**src/rtl/locking_pkg.sv**
```systemverilog
// Shared definitions for the logic-locking key path: key-loader FSM states and
// the default key width used by the loader and the locked-circuit wrappers.
package locking_pkg;

  localparam int KEY_WIDTH_DEFAULT = 8;

  typedef enum logic [1:0] {
    IDLE   = 2'd0,
    SHIFT  = 2'd1,
    CHECK  = 2'd2,
    COMMIT = 2'd3
  } key_loader_state_t;

endpackage

```
**src/rtl/key_shift_reg.sv**
```systemverilog
// Shadow key register, received-bit counter and running even-parity accumulator
// for one serial key frame.
module key_shift_reg
  import locking_pkg::*;
#(
  parameter int KEY_WIDTH = KEY_WIDTH_DEFAULT,
  parameter int CNT_W     = $clog2(KEY_WIDTH + 2)
) (
  input  logic                 clk,
  input  logic                 rst,
  input  logic                 clear,
  input  logic                 start,
  input  logic                 shift,
  input  logic                 bit_in,
  output logic [KEY_WIDTH-1:0] shadow,
  output logic [CNT_W-1:0]     cnt,
  output logic                 parity
);

  // The parity bit arrives when cnt has reached KEY_WIDTH; it only feeds the
  // parity accumulator and never enters the shadow register.
  always_ff @(posedge clk) begin
    if (rst || clear) begin
      shadow <= '0;
      cnt    <= '0;
      parity <= 1'b0;
    end else if (start) begin
      shadow <= {{(KEY_WIDTH-1){1'b0}}, bit_in};
      cnt    <= CNT_W'(1);
      parity <= bit_in;
    end else if (shift) begin
      if (cnt < CNT_W'(KEY_WIDTH))
        shadow <= {shadow[KEY_WIDTH-2:0], bit_in};
      cnt    <= cnt + CNT_W'(1);
      parity <= parity ^ bit_in;
    end
  end

endmodule

```
**src/rtl/key_loader.sv**
```systemverilog
// Serial key-delivery front end: receives a parity-protected key frame over a
// valid/ready stream and commits it to the held key register of a locked circuit.
module key_loader
  import locking_pkg::*;
#(
  parameter int KEY_WIDTH = KEY_WIDTH_DEFAULT,
  parameter int CNT_W     = $clog2(KEY_WIDTH + 2)
) (
  input  logic                 clk,
  input  logic                 rst,
  input  logic                 bit_in,
  input  logic                 bit_valid,
  output logic                 bit_ready,
  input  logic                 abort,
  output logic [KEY_WIDTH-1:0] key,
  output logic                 key_valid,
  output logic                 load_done,
  output logic                 load_error,
  output logic                 busy
);

  key_loader_state_t      state;
  logic [KEY_WIDTH-1:0]   shadow;
  logic [CNT_W-1:0]       cnt;
  logic                   parity;
  logic                   accept;
  logic                   sr_clear;
  logic                   sr_start;
  logic                   sr_shift;

  // Ready is decoded from state only; it is held low while reset is applied.
  assign bit_ready = !rst && ((state == IDLE) || (state == SHIFT));
  assign busy      = (state != IDLE);
  assign accept    = bit_valid && bit_ready;

  always_comb begin
    sr_clear = 1'b0;
    sr_start = 1'b0;
    sr_shift = 1'b0;
    case (state)
      IDLE:    sr_start = accept;
      SHIFT: begin
        sr_clear = abort;
        sr_shift = accept && !abort;
      end
      CHECK:   sr_clear = abort || parity;
      COMMIT:  sr_clear = 1'b1;
      default: sr_clear = 1'b1;
    endcase
  end

  key_shift_reg #(
    .KEY_WIDTH (KEY_WIDTH),
    .CNT_W     (CNT_W)
  ) u_shift (
    .clk    (clk),
    .rst    (rst),
    .clear  (sr_clear),
    .start  (sr_start),
    .shift  (sr_shift),
    .bit_in (bit_in),
    .shadow (shadow),
    .cnt    (cnt),
    .parity (parity)
  );

  // An abort during CHECK wins over the parity verdict, so a half-checked
  // frame can never disturb the committed key.
  always_ff @(posedge clk) begin
    if (rst) begin
      state      <= IDLE;
      key        <= '0;
      key_valid  <= 1'b0;
      load_done  <= 1'b0;
      load_error <= 1'b0;
    end else begin
      load_done <= 1'b0;
      case (state)
        IDLE: begin
          if (accept) begin
            load_error <= 1'b0;
            state      <= SHIFT;
          end
        end
        SHIFT: begin
          if (abort)
            state <= IDLE;
          else if (accept && (cnt == CNT_W'(KEY_WIDTH)))
            state <= CHECK;
        end
        CHECK: begin
          if (abort) begin
            state <= IDLE;
          end else if (!parity) begin
            state <= COMMIT;
          end else begin
            key        <= '0;
            key_valid  <= 1'b0;
            load_error <= 1'b1;
            state      <= IDLE;
          end
        end
        COMMIT: begin
          key       <= shadow;
          key_valid <= 1'b1;
          load_done <= 1'b1;
          state     <= IDLE;
        end
        default: state <= IDLE;
      endcase
    end
  end

endmodule

```
**config.mk**
```make
export PLATFORM = sky130hd
export DESIGN_NAME = key_loader
export DESIGN_NICKNAME = d
export VERILOG_FILES = /design/src/rtl/locking_pkg.sv /design/src/rtl/key_shift_reg.sv /design/src/rtl/key_loader.sv
export SDC_FILE = /design/constraint.sdc
export NUM_CORES = 1
export LEC_CHECK = 0
export CAP_MARGIN = 10
export CORE_MARGIN = 5
export CORE_UTILIZATION = 37
export DETAILED_ROUTE_END_ITERATION = 16
export GPL_TIMING_DRIVEN = 0
export RECOVER_POWER = 25
export SETUP_SLACK_MARGIN = 0.4
export SLEW_MARGIN = 15
export SYNTH_ARGS = -nofsm -noshare
export SYNTH_HDL_FRONTEND = slang
export SYNTH_SLANG_ARGS = --single-unit
export TNS_END_PERCENT = 100
```
**constraint.sdc**
```tcl
create_clock -name clk -period 4.7 [get_ports clk]
set_input_delay 1.41 -clock clk [delete_from_list [all_inputs] [get_ports clk]]
set_output_delay 1.41 -clock clk [all_outputs]
set_load 0.01 [all_outputs]
```
# Yosys cells after proc, flatten, opt, wreduce, memory -nomap -nowiden
# Index checks and enable logic that the tools add are counted.
[word_totals] wordCells=69 inputBits=5 reg_bits=26 out_inout_bits=13
[classes] mux=27 magnitude_cmp=1 bitwise_logic=1 n_addsub=1 n_reduce_logical=21 n_eq_ne=8
[ops] op="8-bit two-way mux" count=2
[ops] op="8-bit case mux with 2 select lines" count=1
[ops] op="1-bit two-way mux" count=15
[ops] op="2-bit two-way mux" count=5
[ops] op="2-bit nonzero test" count=5
[ops] op="2-bit case mux with 4 select lines" count=1
[ops] op="2-bit AND reduction" count=3
[ops] op="4-bit by 1-bit adder with 4-bit output (second input constant)" count=1
[ops] op="2-bit == test (second input constant)" count=2
[ops] op="4-bit == test (second input constant)" count=1
[ops] op="1-bit logical AND" count=4
[ops] op="4-bit < comparator (second input constant)" count=1
[ops] op="2-bit != test (second input constant)" count=2
[ops] op="1-bit case mux with 2 select lines" count=2
[ops] op="4-bit AND reduction" count=1
[ops] op="1-bit logical OR" count=3
[ops] op="3-bit by 2-bit != test with 1-bit output (second input constant)" count=1
[ops] op="1-bit case mux with 3 select lines" count=1
[ops] op="3-bit AND reduction" count=1
[ops] op="2-bit by 1-bit == test with 1-bit output (second input constant)" count=1
[ops] op="1-bit zero test" count=2
[ops] op="2-bit zero test" count=1
[ops] op="2-bit by 1-bit != test with 1-bit output (second input constant)" count=1
[ops] op="2-bit OR reduction" count=1
[ops] op="1-bit XOR" count=1

# Logic depth before layout (Yosys ltp)
[depth] ltp_word=8 depth_mapped=6 ltp_nobuf=6

# Hierarchy
# From an unflattened synthesis, not the netlist that was laid out.
[hier_totals] hier_cells=113 hier_area_um2=1137.3
[modules_own_cells] mod="key_loader" area_each_um2=579.3 n_inst=1 cells_per_inst=53 seq_area_each_um2=260.2
[modules_own_cells] mod="key_shift_reg" area_each_um2=558.0 n_inst=1 cells_per_inst=60 seq_area_each_um2=260.2

# Least setup slack after synthesis
# No wires, ideal clock.
[synth_timing] kind="in2out" start="input port rst" end="output port bit_ready" t_arrival_ns=1.724 path_slack_ns=1.566 stages=2 path_buffers=1 required_time_ns=3.290 cell_sequence="buf_2 nor2_1"
[synth_between] elab_chain_cells=2
[synth_rtl] item="start: declaration" line_no="key_loader.sv:10" text="input logic rst,"
[synth_rtl] item="1-bit zero test" line_no="key_loader.sv:32" text="assign bit_ready = !rst && ((state == IDLE) || (state == SHIFT));"
[synth_rtl] item="1-bit logical AND" line_no="key_loader.sv:32"
[synth_rtl] item="end: declaration" line_no="key_loader.sv:13" text="output logic bit_ready,"
# Every way passes these cells.

# Worst setup path after layout
# Ends and elaborated chain as after synthesis.

==> metrics <==
Net count, final=~140; Clock H-tree levels=1; Max Cap Violations=0; CP startpoint kind=primary input; most used routing layer=met2; number of synthesized flops with an enable pin=0; number of buffers added on ports=15; R2R Path End=u_shift.shadow[3]; full die area=4130 sq um; CTS sink cnt=26; initial DRC count=42; Layout Skew=0.00575 ns; ANT cells=0; antenna violations before repair=0; Tightest Hold Check Type=register to register; Via-to-Cell Ratio=5.20; total of cells resized after clock tree synthesis=0; Die Span Y=64.2 um; Cell Chain, Critical Path=clkbuf_1 -> nor2_1 -> clkdlybuf4s50_1; pin count of the biggest net entering global routing=16; Max-slew headroom=0.481; WP buf/inv=2; CP max-delay cell=clkdlybuf4s50_1; WS Path Type=primary input to output pin; Critical Path Stages=3; status=complete, no violations; Core Util, Final=0.477; synth unique cells=29; drt drc=0; Synthesized Nets=124; initial core utilization=0.391; clock buffer depth=2; core footprint=between 2000 and 3000 sq um; worst reg2reg path startpoint=state[0]; max incr delay on CP=0.49 ns; Root Buffer=clkbuf_4; area grow syn2layout=22.0%; top-count cell post-synth=dfxtp_1; WP data arrival=2.28 ns; PwrDens=roughly 310 nW/um^2; Hold WS=~0.48 ns; Post-synth top cells=26 x dfxtp_1, 18 x nor2_1, 9 x mux2i_1; CP Launch Point=rst; layout cells sized above 1=0.0441; placed cell count=163; Setup Buffers After CTS=0; vias in the first global route=roughly 800; CTS Buf Count=3; wire per inst=12.8 um; first-pass GRT wire length=3.81 mm; Max Fclk=0.271 GHz; setup slack, reg-to-reg=2.99 ns; clk_lat worst skew=around 0.32 ns; setup TNS=0 ns; DRT Pass-1 Iters=5; crit end category=output pin; FP Rows=19; die width=roughly 64 um; Setup Viol. Count Final=0; RSZ-0062 raised after global routing=false; Global Route Usage Sum=0.112; Worst VDD drop=0.000198 V; Syn. warnings=0; CTS tree=built; CP delay by family, top=buffers and inverters; mean cell area of the mapped netlist=about 9.3 sq um; met1 usage=0.159; hold_sp=key_valid; area leader, netlist=dfxtp_1; Post-synth ARST share=0; sequential share of the synthesized area=0.478; CP max FO=10; post-route clock period utilization=0.785; Routability Congestion=0.843; Post-Layout Cell Count=167; IO Count=18; cells after synthesis=around 120; Pleak=0.539 nW; fin crit period=3.69 ns; main flop type after synthesis=dfxtp_1; CTS hold repair buffers=0; Pwr Total=415 uW; Slew Limit Fails=0; DPL Wire Length=approximately 1.5 mm; synthesized area=1090 sq um; vias post-DR=869; worst setup path endpoint=bit_ready; final hold vios=0; gr ovfl total=0; remaining antenna violation count=0; GR Util met3=0.0315; WL final=2.14 mm; Worst Tran Pin Value=approximately 0.78 ns; R2R depth=5; GR Util met2=0.160; required time of the critical path=3.29 ns; Clock transition at path regs=0.14 ns; Yosys reg bits=26; Yosys top cell area share=0.478; top post-synthesis cells by area=dfxtp_1 48%, mux2i_1 8.3%, a22o_1 6.4%
## cell type report
class,instances,area [sq um]
Sequential cell,26,520
Buffer,6,30.0
Multi-Input combinational cell,80,517
Clock inverter,1,30.0
Clock buffer,3,22.5
Inverter,5,18.8
Timing Repair Buffer,15,150
Tap cell,31,38.8
Fill cell,277,1450
## state kept, by name (all words and copies together) (netlist names)
signal	cells
u_shift.cnt	4
key	8
load_done	1
u_shift.shadow	8
u_shift.parity	1
load_error	1
state	2
key_valid	1
## worst min-delay path by stage
stage	end	slack (ns)	cells past startpoint
finish	key_valid	0.48	1
global route	key_valid	0.50	1
global placement	key_valid	0.44	1
CTS	key_valid	0.48	1
floorplan	u_shift.shadow[0]	0.45	2
detailed placement	key_valid	0.45	1
## metrics by stage
stage / area, sq um / worst slack, ns
after CTS: 1330 / 1.08
after floorplan: 1090 / 1.57
after global placement: 1280 / 1.09
after detailed placement: 1280 / 1.08
after global routing: 1330 / 0.930
final: 1330 / 1.01
## cells by family after synthesis
logic type | Yosys count | synth area share
compound gates | 26 | 0.174
simple gates | 40 | 0.171
fa+ha+maj | 2 | 0.0230
mux | 9 | 0.0828
flops | 26 | 0.478
buf+inv | 11 | 0.0471
xor+xnor | 3 | 0.0241
## power by group
group / switching [mW] / internal [mW] / leakage [nW]
logic: 0.0210 / 0.0152 / 0.301
clock network: 0.0659 / 0.0862 / 0.0279
registers: 0.00332 / 0.223 / 0.210
## metal layers
layer | part of all wire | up-vias | routed length [um]
met5 | 0 | - | 0
li1 | - | 448 | -
met1 | 0.50 | 403 | 1070
met4 | 0.0056 | 0 | 12
met3 | 0.045 | 2 | 96
met2 | 0.45 | 16 | 962
## cell usage in the layout, fill, tap and decap left out, drive strengths merged
cell type      netlist  layout
dfxtp               26      26
nor2                18      18
clkdlybuf4s50        0      14
mux2i                9       9
a22o                 8       8
clkbuf               3       8
a21oi                6       6
inv                  5       5
nor3                 5       5
nand2                5       5
or3                  3       3
xnor2                3       3
a21o                 3       3
nand3                3       3
nor2b                2       2
o21ai                2       2
ha                   2       2
nand2b               1       1
or3b                 1       1
or2                  1       1
o21bai               1       1
a211o                1       1
nor3b                1       1
buf                  3       1
a211oi               1       1
o21a                 1       1
a2111oi              1       1
a21boi               1       1
o31ai                1       1
bufinv               0       1
dlygate4sd3          0       1
Power figures use the tool's default switching activity.
